$ cat src/rtl/sync_fifo_flex.sv
// Synchronous FIFO with any depth, sticky overflow/underflow flags, flush,
// and a choice of registered-read or first-word-fall-through output.
module sync_fifo_flex #(
    parameter int DATA_WIDTH = 8,
    parameter int DEPTH      = 4,
    parameter int AFULL_LVL  = DEPTH - 1,
    parameter int AEMPTY_LVL = 1,
    parameter int FWFT       = 0
) (
    input  logic                         clk_i,
    input  logic                         arstn_i,
    input  logic                         flush_i,
    input  logic                         push_i,
    input  logic                         pop_i,
    input  logic [DATA_WIDTH-1:0]        data_i,
    output logic [DATA_WIDTH-1:0]        data_o,
    output logic                         full_o,
    output logic                         empty_o,
    output logic                         almost_full_o,
    output logic                         almost_empty_o,
    output logic [$clog2(DEPTH+1)-1:0]   count_o,
    output logic                         overflow_o,
    output logic                         underflow_o
);

    localparam int CW = $clog2(DEPTH + 1);
    localparam int PW = $clog2(DEPTH);
    localparam logic [CW-1:0] DEPTH_C  = CW'(DEPTH);
    localparam logic [CW-1:0] AFULL_C  = CW'(AFULL_LVL);
    localparam logic [CW-1:0] AEMPTY_C = CW'(AEMPTY_LVL);
    localparam logic [PW-1:0] LAST_PTR = PW'(DEPTH - 1);

    logic [DATA_WIDTH-1:0] memQ [DEPTH];
    logic [PW-1:0]         wrPtrQ, wrPtrD;
    logic [PW-1:0]         rdPtrQ, rdPtrD;
    logic [CW-1:0]         countQ, countD;
    logic                  overflowQ, overflowD;
    logic                  underflowQ, underflowD;
    logic                  popOk;
    logic                  pushOk;

    // Explicit wrap keeps non-power-of-two depths correct.
    function automatic logic [PW-1:0] nextPtr(input logic [PW-1:0] p);
        return (p == LAST_PTR) ? '0 : p + PW'(1);
    endfunction

    assign full_o         = (countQ == DEPTH_C);
    assign empty_o        = (countQ == '0);
    assign almost_full_o  = (countQ >= AFULL_C);
    assign almost_empty_o = (countQ <= AEMPTY_C);
    assign count_o        = countQ;
    assign overflow_o     = overflowQ;
    assign underflow_o    = underflowQ;

    assign popOk  = pop_i && !empty_o;
    assign pushOk = push_i && (!full_o || popOk);

    always_comb begin
        wrPtrD     = wrPtrQ;
        rdPtrD     = rdPtrQ;
        countD     = countQ;
        overflowD  = overflowQ;
        underflowD = underflowQ;
        if (flush_i) begin
            wrPtrD     = '0;
            rdPtrD     = '0;
            countD     = '0;
            overflowD  = 1'b0;
            underflowD = 1'b0;
        end else begin
            if (pushOk) wrPtrD = nextPtr(wrPtrQ);
            if (popOk)  rdPtrD = nextPtr(rdPtrQ);
            if (pushOk && !popOk)      countD = countQ + CW'(1);
            else if (popOk && !pushOk) countD = countQ - CW'(1);
            if (push_i && full_o && !pop_i) overflowD  = 1'b1;
            if (pop_i && empty_o)           underflowD = 1'b1;
        end
    end

    always_ff @(posedge clk_i or negedge arstn_i) begin
        if (!arstn_i) begin
            wrPtrQ     <= '0;
            rdPtrQ     <= '0;
            countQ     <= '0;
            overflowQ  <= 1'b0;
            underflowQ <= 1'b0;
        end else begin
            wrPtrQ     <= wrPtrD;
            rdPtrQ     <= rdPtrD;
            countQ     <= countD;
            overflowQ  <= overflowD;
            underflowQ <= underflowD;
        end
    end

    // Storage is never cleared; only the pointers decide what is valid.
    always_ff @(posedge clk_i) begin
        if (pushOk && !flush_i) memQ[wrPtrQ] <= data_i;
    end

    generate
        if (FWFT == 0) begin : g_regRead
            logic [DATA_WIDTH-1:0] dataQ;
            always_ff @(posedge clk_i or negedge arstn_i) begin
                if (!arstn_i)     dataQ <= '0;
                else if (flush_i) dataQ <= '0;
                else if (popOk)   dataQ <= memQ[rdPtrQ];
            end
            assign data_o = dataQ;
        end else begin : g_fwft
            assign data_o = empty_o ? '0 : memQ[rdPtrQ];
        end
    endgenerate

endmodule

$ cat config.mk
export PLATFORM = sky130hd
export DESIGN_NAME = sync_fifo_flex
export DESIGN_NICKNAME = d
export VERILOG_FILES = /design/src/rtl/sync_fifo_flex.sv
export SDC_FILE = /design/constraint.sdc
export NUM_CORES = 1
export LEC_CHECK = 0
export BUFFER_PORTS_ARGS = -buffer_cell sky130_fd_sc_hd__buf_2
export CELL_PAD_IN_SITES_DETAIL_PLACEMENT = 0
export CELL_PAD_IN_SITES_GLOBAL_PLACEMENT = 1
export CORE_MARGIN = 2
export CORE_UTILIZATION = 30
export DETAILED_ROUTE_END_ITERATION = 16
export GPL_ROUTABILITY_DRIVEN = 0
export GPL_TIMING_DRIVEN = 0
export PLACE_DENSITY_LB_ADDON = 0.12
export SLEW_MARGIN = 20
export SYNTH_ARGS = -nofsm -noshare
export SYNTH_HDL_FRONTEND = slang
export SYNTH_SLANG_ARGS = --single-unit
$ cat constraint.sdc
create_clock -name clk_i -period 5.4 [get_ports clk_i]
set_input_delay 0.27 -clock clk_i [delete_from_list [all_inputs] [get_ports clk_i]]
set_output_delay 0.27 -clock clk_i [all_outputs]
set_load 0.005 [all_outputs]
## After elaboration in Yosys (flattened, before gate mapping)

Memories as Yosys holds them, arrays and structs flattened.
Index checks and enable logic that the tools add are counted.

| word-level totals | value |
|---|---|
| bits in latches | 0 |
| memories | 1 |
| ROM bits | 0 |
| logic and storage cells | 54 |
| input port bits | 13 |
| output and inout bits | 17 |
| register bits | 17 |
| memory bits (writable) | 32 |

Memory list:

| memory | depth | bits a word | rd ports | clocked after Yosys merged registers in | wr ports | RTL line | source |
|---|---|---|---|---|---|---|---|
| memQ | 4 | 8 | 1 | 0 | 1 | 33 | `logic [DATA_WIDTH-1:0] memQ [DEPTH];` |

| cells by class | value |
|---|---|
| $add $sub $neg | 4 |
| eq/ne operators | 3 |
| divide/modulo/power cells | 0 |
| multiplexer cells | 17 |
| reduce and logical (&&, ||, !) cells | 21 |
| multipliers | 0 |
| bitwise logic cells | 0 |
| shift-type cells | 0 |
| $lt $le $gt $ge | 2 |

Operators with widths:

| operator | number |
|---|---|
| two-way mux 8 bit | 2 |
| two-way mux 2 bit | 6 |
| two-way mux 3 bit | 3 |
| logical AND 1 bit | 8 |
| nonzero test 2 bit | 4 |
| zero test 1 bit | 6 |
| two-way mux 1 bit | 6 |
| adder 2 x 1 -> 2 bit (second input constant) | 2 |
| == test 2 bit (second input constant) | 2 |
| adder 3 x 1 -> 3 bit (second input constant) | 1 |
| == test 3 bit (second input constant) | 1 |
| >= comparator 3 x 2 -> 1 bit (second input constant) | 1 |
| less-or-equal comparator 3 x 1 -> 1 bit (second input constant) | 1 |
| zero test 3 bit | 1 |
| nonzero test 3 bit | 1 |
| subtractor 3 x 1 -> 3 bit (second input constant) | 1 |
| logical OR 1 bit | 1 |

## Depth between registers and ports, before layout

| depth | value |
|---|---|
| depth in word-level cells | 10 |
| depth in mapped cells | 7 |
| depth with buffers taken out | 6 |

## Worst setup path after synthesis

Ideal clock, no wire load.

| path | value |
|---|---|
| path kind | register to register |
| start point | register countQ[1], in the netlist count_o[1] |
| end point | memory memQ[0][0], enable pin |
| data required time | 5068 ps |
| stages on the path, launching flop included | 6 |
| slack | 3467 ps |
| data arrival time | 1602 ps |
| buffers on the path | 0 |
| clock period less this slack | 1933 ps |
| library setup time | 332 ps |
| cell sequence | dfrtp_1 inv_1 ha_1 and3b_4 nor3b_1 and2_1 |

| on the way | value |
|---|---|
| word-level cells in the longest chain between the ends | 8 |
| elaborated cells between the ends (all ways) | 10 |
| those cells by class | eq/ne: 1; mux: 2; reduce/logical: 7 |

RTL lines:

| item | RTL line | source |
|---|---|---|
| from (decl) | 36 | `logic [CW-1:0] countQ, countD;` |
| from (signal assigned) | 90 | `countQ <= countD;` |
| zero test 3 bit | 48 | `assign empty_o = (countQ == '0);` |
| zero test 1 bit | 55 | `assign popOk = pop_i && !empty_o;` |
| logical AND 1 bit | 55 |  |
| logical OR 1 bit * | 56 | `assign pushOk = push_i && (!full_o \|\| popOk);` |
| logical AND 1 bit * | 56 |  |
| logical AND 1 bit * | 98 | `if (pushOk && !flush_i) memQ[wrPtrQ] <= data_i;` |
| two-way mux 1 bit * | 98 |  |
| two-way mux 1 bit (not written as such) * | 98 |  |
| to (decl) | 33 |  |

Mark *: on every way between the ends. The rest lies on a longest branch, timed or not.

## Final worst setup path

| path | value |
|---|---|
| start point | register countQ[1], in the netlist count_o[1] |
| end point | memory memQ[1][0], enable pin |

The elaborated chain is that of the path after synthesis.

==> results.md <==
- Outcome: finished, final reports clean
- Worst Setup End Kind: flip-flop
- Pwr/cell area: roughly 400 nW/µm²
- Reg2Reg Capture Point: memQ[1][0]
- Clock slew at reported path FFs: about 0.09 ns
- Starting Density: between 30% and 40%
- Mux contribution to synthesized area: under 10%
- CP arrival: 2.30 ns
- Post-synth top flop: edfxtp_1
- Final WL: 4.496 mm
- Mapped Avg Cell Area: 13.95 µm²
- Worst IR Drop VDD: 168.1 µV
- CTS tree: built
- Count of unique library cells instantiated by Yosys: 32
- Largest family of logic cells by synthesized area: simple AND/OR/NAND/NOR gates
- RSZ-0062 raised after global routing: no
- DP Area: ~2500 µm²
- Cells on Worst Hold Path: 1
- Total vias in the final route: roughly 1300
- Half-perimeter wire length after placement: between 3 and 4 mm
- Register area share after synthesis: between 60% and 70%
- Dominant cells by area after synthesis: edfxtp_1 44%, dfrtp_1 19%, mux4_2 8.2%
- DRT iter0 DRCs: between 60 and 70
- Fraction of synthesized cell area in xor and xnor cells: less than 1%
- Leak Pwr: approximately 1 nW
- Vias in the first global route: between 1000 and 1500
- Crit path launch type: flip-flop
- Clock Skew: 0.007226 ns
- Die Ht: ~90 µm
- Post-synth top area cell: edfxtp_1
- Final setup violation count: 0
- Min-delay src: data_i[4]
- Die ar.: a little over 8000 µm²
- Critical path fanouts, max: 8
- Post-Synth Adder-Cell Area: under 10%
- Fin crit share: between 40% and 50%
- Port bufs: 28
- Initial antenna violation count: 0
- Drc violations: 0
- Share of layout cells above drive strength 1: around 29%
- Mapped Nets: about 180
- Synthesized instance count: 158
- Mapped Area: about 2200 µm²
- Setup WS post-layout: around 3.1 ns
- N_diodes: 0
- Synth Area in Compound Gates: between 7 and 8%
- Finished layout cell area: 2562 µm²
- Most frequent cells in the layout: 32 x edfxtp_1, 31 x buf_2, 23 x nand2_1, 17 x dfrtp_1, 15 x a21oi_1
- Post-synthesis async set-or-reset flop share: 34.69%
- Bufs on Longest Clock Path: 2
- Root Buffer: clkbuf_8
- Min Hold Slack: around 0.18 ns
- TritonCTS Buffers: 5
- Data required, critical path: ~5.4 ns
- GRT Total Usage: between 10 and 15%
- Placed Cells: around 290
- Clk_lat worst skew: 0.30 ns
- Slew Limit Fails: 0
- Yosys top cell area share: between 40% and 50%
- Finished Layout Cells: around 300
- CTS Sinks: a little under 50
- Num rows: 31
- Slew @ Worst Pin: 0.5686 ns
- Filler cells: a little over 700
- Commonest non-fill, non-tap cell in the layout: edfxtp_1
- Final Hold Fails: 0
- Die width: 89.73 µm
- Reg2Reg Launch Point: count_o[1]
- Detail Route Antenna Nets: 0
- Grt ovf: 0
- Largest net degree at the start of global routing: 18
- Area Overhead vs Synth: 16.23%
- F_max: between 0.4 and 0.5 GHz
- Reg2Reg Depth: 5
- Rel. slew slack: about 62%
- Critical path class: flip-flop to flip-flop
- Synthesized flop and latch total: 49
- Number of synthesized flops with an enable pin: 32
- Total core area: approximately 7000 µm²
- Syn. warnings: 0
- Setup WS pre-CTS: 3.015 ns
- Wire per inst: ~15 µm
- Fin nets: around 220
- # IOs: 30
- End of the worst hold path: memQ[2][4]
- Simple-Gate Fraction of Synth Area: a little under an eighth
- H-tree levels: 2
- Setup TNS: 0 ns
- Max-Cap Viols: 0
- DR vias/cell: 4.541
- DR pass1 iterations: 4
- Final Critical Period: roughly 2.4 ns
- Hold crit path type: input pin to flip-flop
- First-pass GRT wire length: 6.948 mm
- R2r setup slk: roughly 3.1 ns
## report_power, final
group	leakage, nW	switching (mW)	total, mW	internal, mW
sequential	0.517	0.0270	0.472	0.445
combinational	0.457	0.188	0.352	0.164
clock	0.0385	0.120	0.212	0.0918
## per-layer routing
| layer | wire, µm | vias up | global-route usage (%) |
|---|---|---|---|
| met4 | 17 | 0 | 2.308 |
| met5 | 0 | - | 0 |
| li1 | - | 639 | - |
| met2 | 2262 | 36 | 19.38 |
| met1 | 1969 | 658 | 14.25 |
| met3 | 247 | 2 | 4.023 |
## cell usage after synthesis (2+ instances only)
cell / n
edfxtp_1: 32
nand2_1: 23
dfrtp_1: 17
a21oi_1: 15
ha_1: 10
mux4_2: 8
inv_1: 7
nor2_1: 7
and2_1: 4
nand2b_1: 4
buf_2: 3
o21ai_0: 3
a311oi_2: 2
and2_2: 2
buf_6: 2
nor3_1: 2
xnor2_1: 2
## cells by family after synthesis
group / count (synthesis)
mux: 9
compound gates: 24
flops: 49
fa+ha+maj: 10
xor+xnor: 2
buf+inv: 15
simple gates: 49
## sequential cells by signal, summed over array words and instances (netlist names)
signal	flops
overflow_o	1
count_o	3
data_o	8
wrPtrQ	2
underflow_o	1
rdPtrQ	2
memQ	32
## final cells by class
cell class	instances	area, µm²	area share, %
well taps	99	123.9	4.834
clock inverters	1	7.507	0.2930
plain buffers	8	52.55	2.051
inverters	7	26.28	1.025
multi-input cells	94	739.5	28.86
repair buffers	29	150.1	5.859
clock buffers	7	76.32	2.979
flip-flops and latches	49	1386	54.10
## stage by stage
step / total power [mW] / util (%)
finish: 1.036 / 35.71
detailed placement: 0.8391 / 34.40
CTS: 1.055 / 35.71
global placement: 0.8280 / 34.40
global route: 1.110 / 35.71
floorplan: 0.7226 / -
## worst max-delay path by stage
stage	endpoint	slack, ns	cells past startpoint	from
after global placement	memQ[3][4]	3.07	5	count_o[1]
after floorplan	memQ[0][0]	3.47	5	count_o[1]
after detailed placement	memQ[1][4]	3.02	5	count_o[1]
after CTS	memQ[1][0]	2.98	5	count_o[1]
final	memQ[1][0]	3.05	5	count_o[1]
after global routing	memQ[1][7]	2.80	5	count_o[1]
## repair_timing
| action | CTS | global route |
|---|---|---|
| setup buffers | 0 | 0 |
| gates resized for setup | 0 | 0 |
| hold buffers | 1 | 0 |
| hold endpoints to repair | 17 | 0 |
## critical path, cell delays in order, from the launching register on
cell and delay (ns):
dfrtp_1 0.46, inv_1 0.15, ha_1 0.31, and3b_4 0.26
nor3b_1 0.29, and2_1 0.51
No activity file was read; power rests on OpenSTA's default activity.
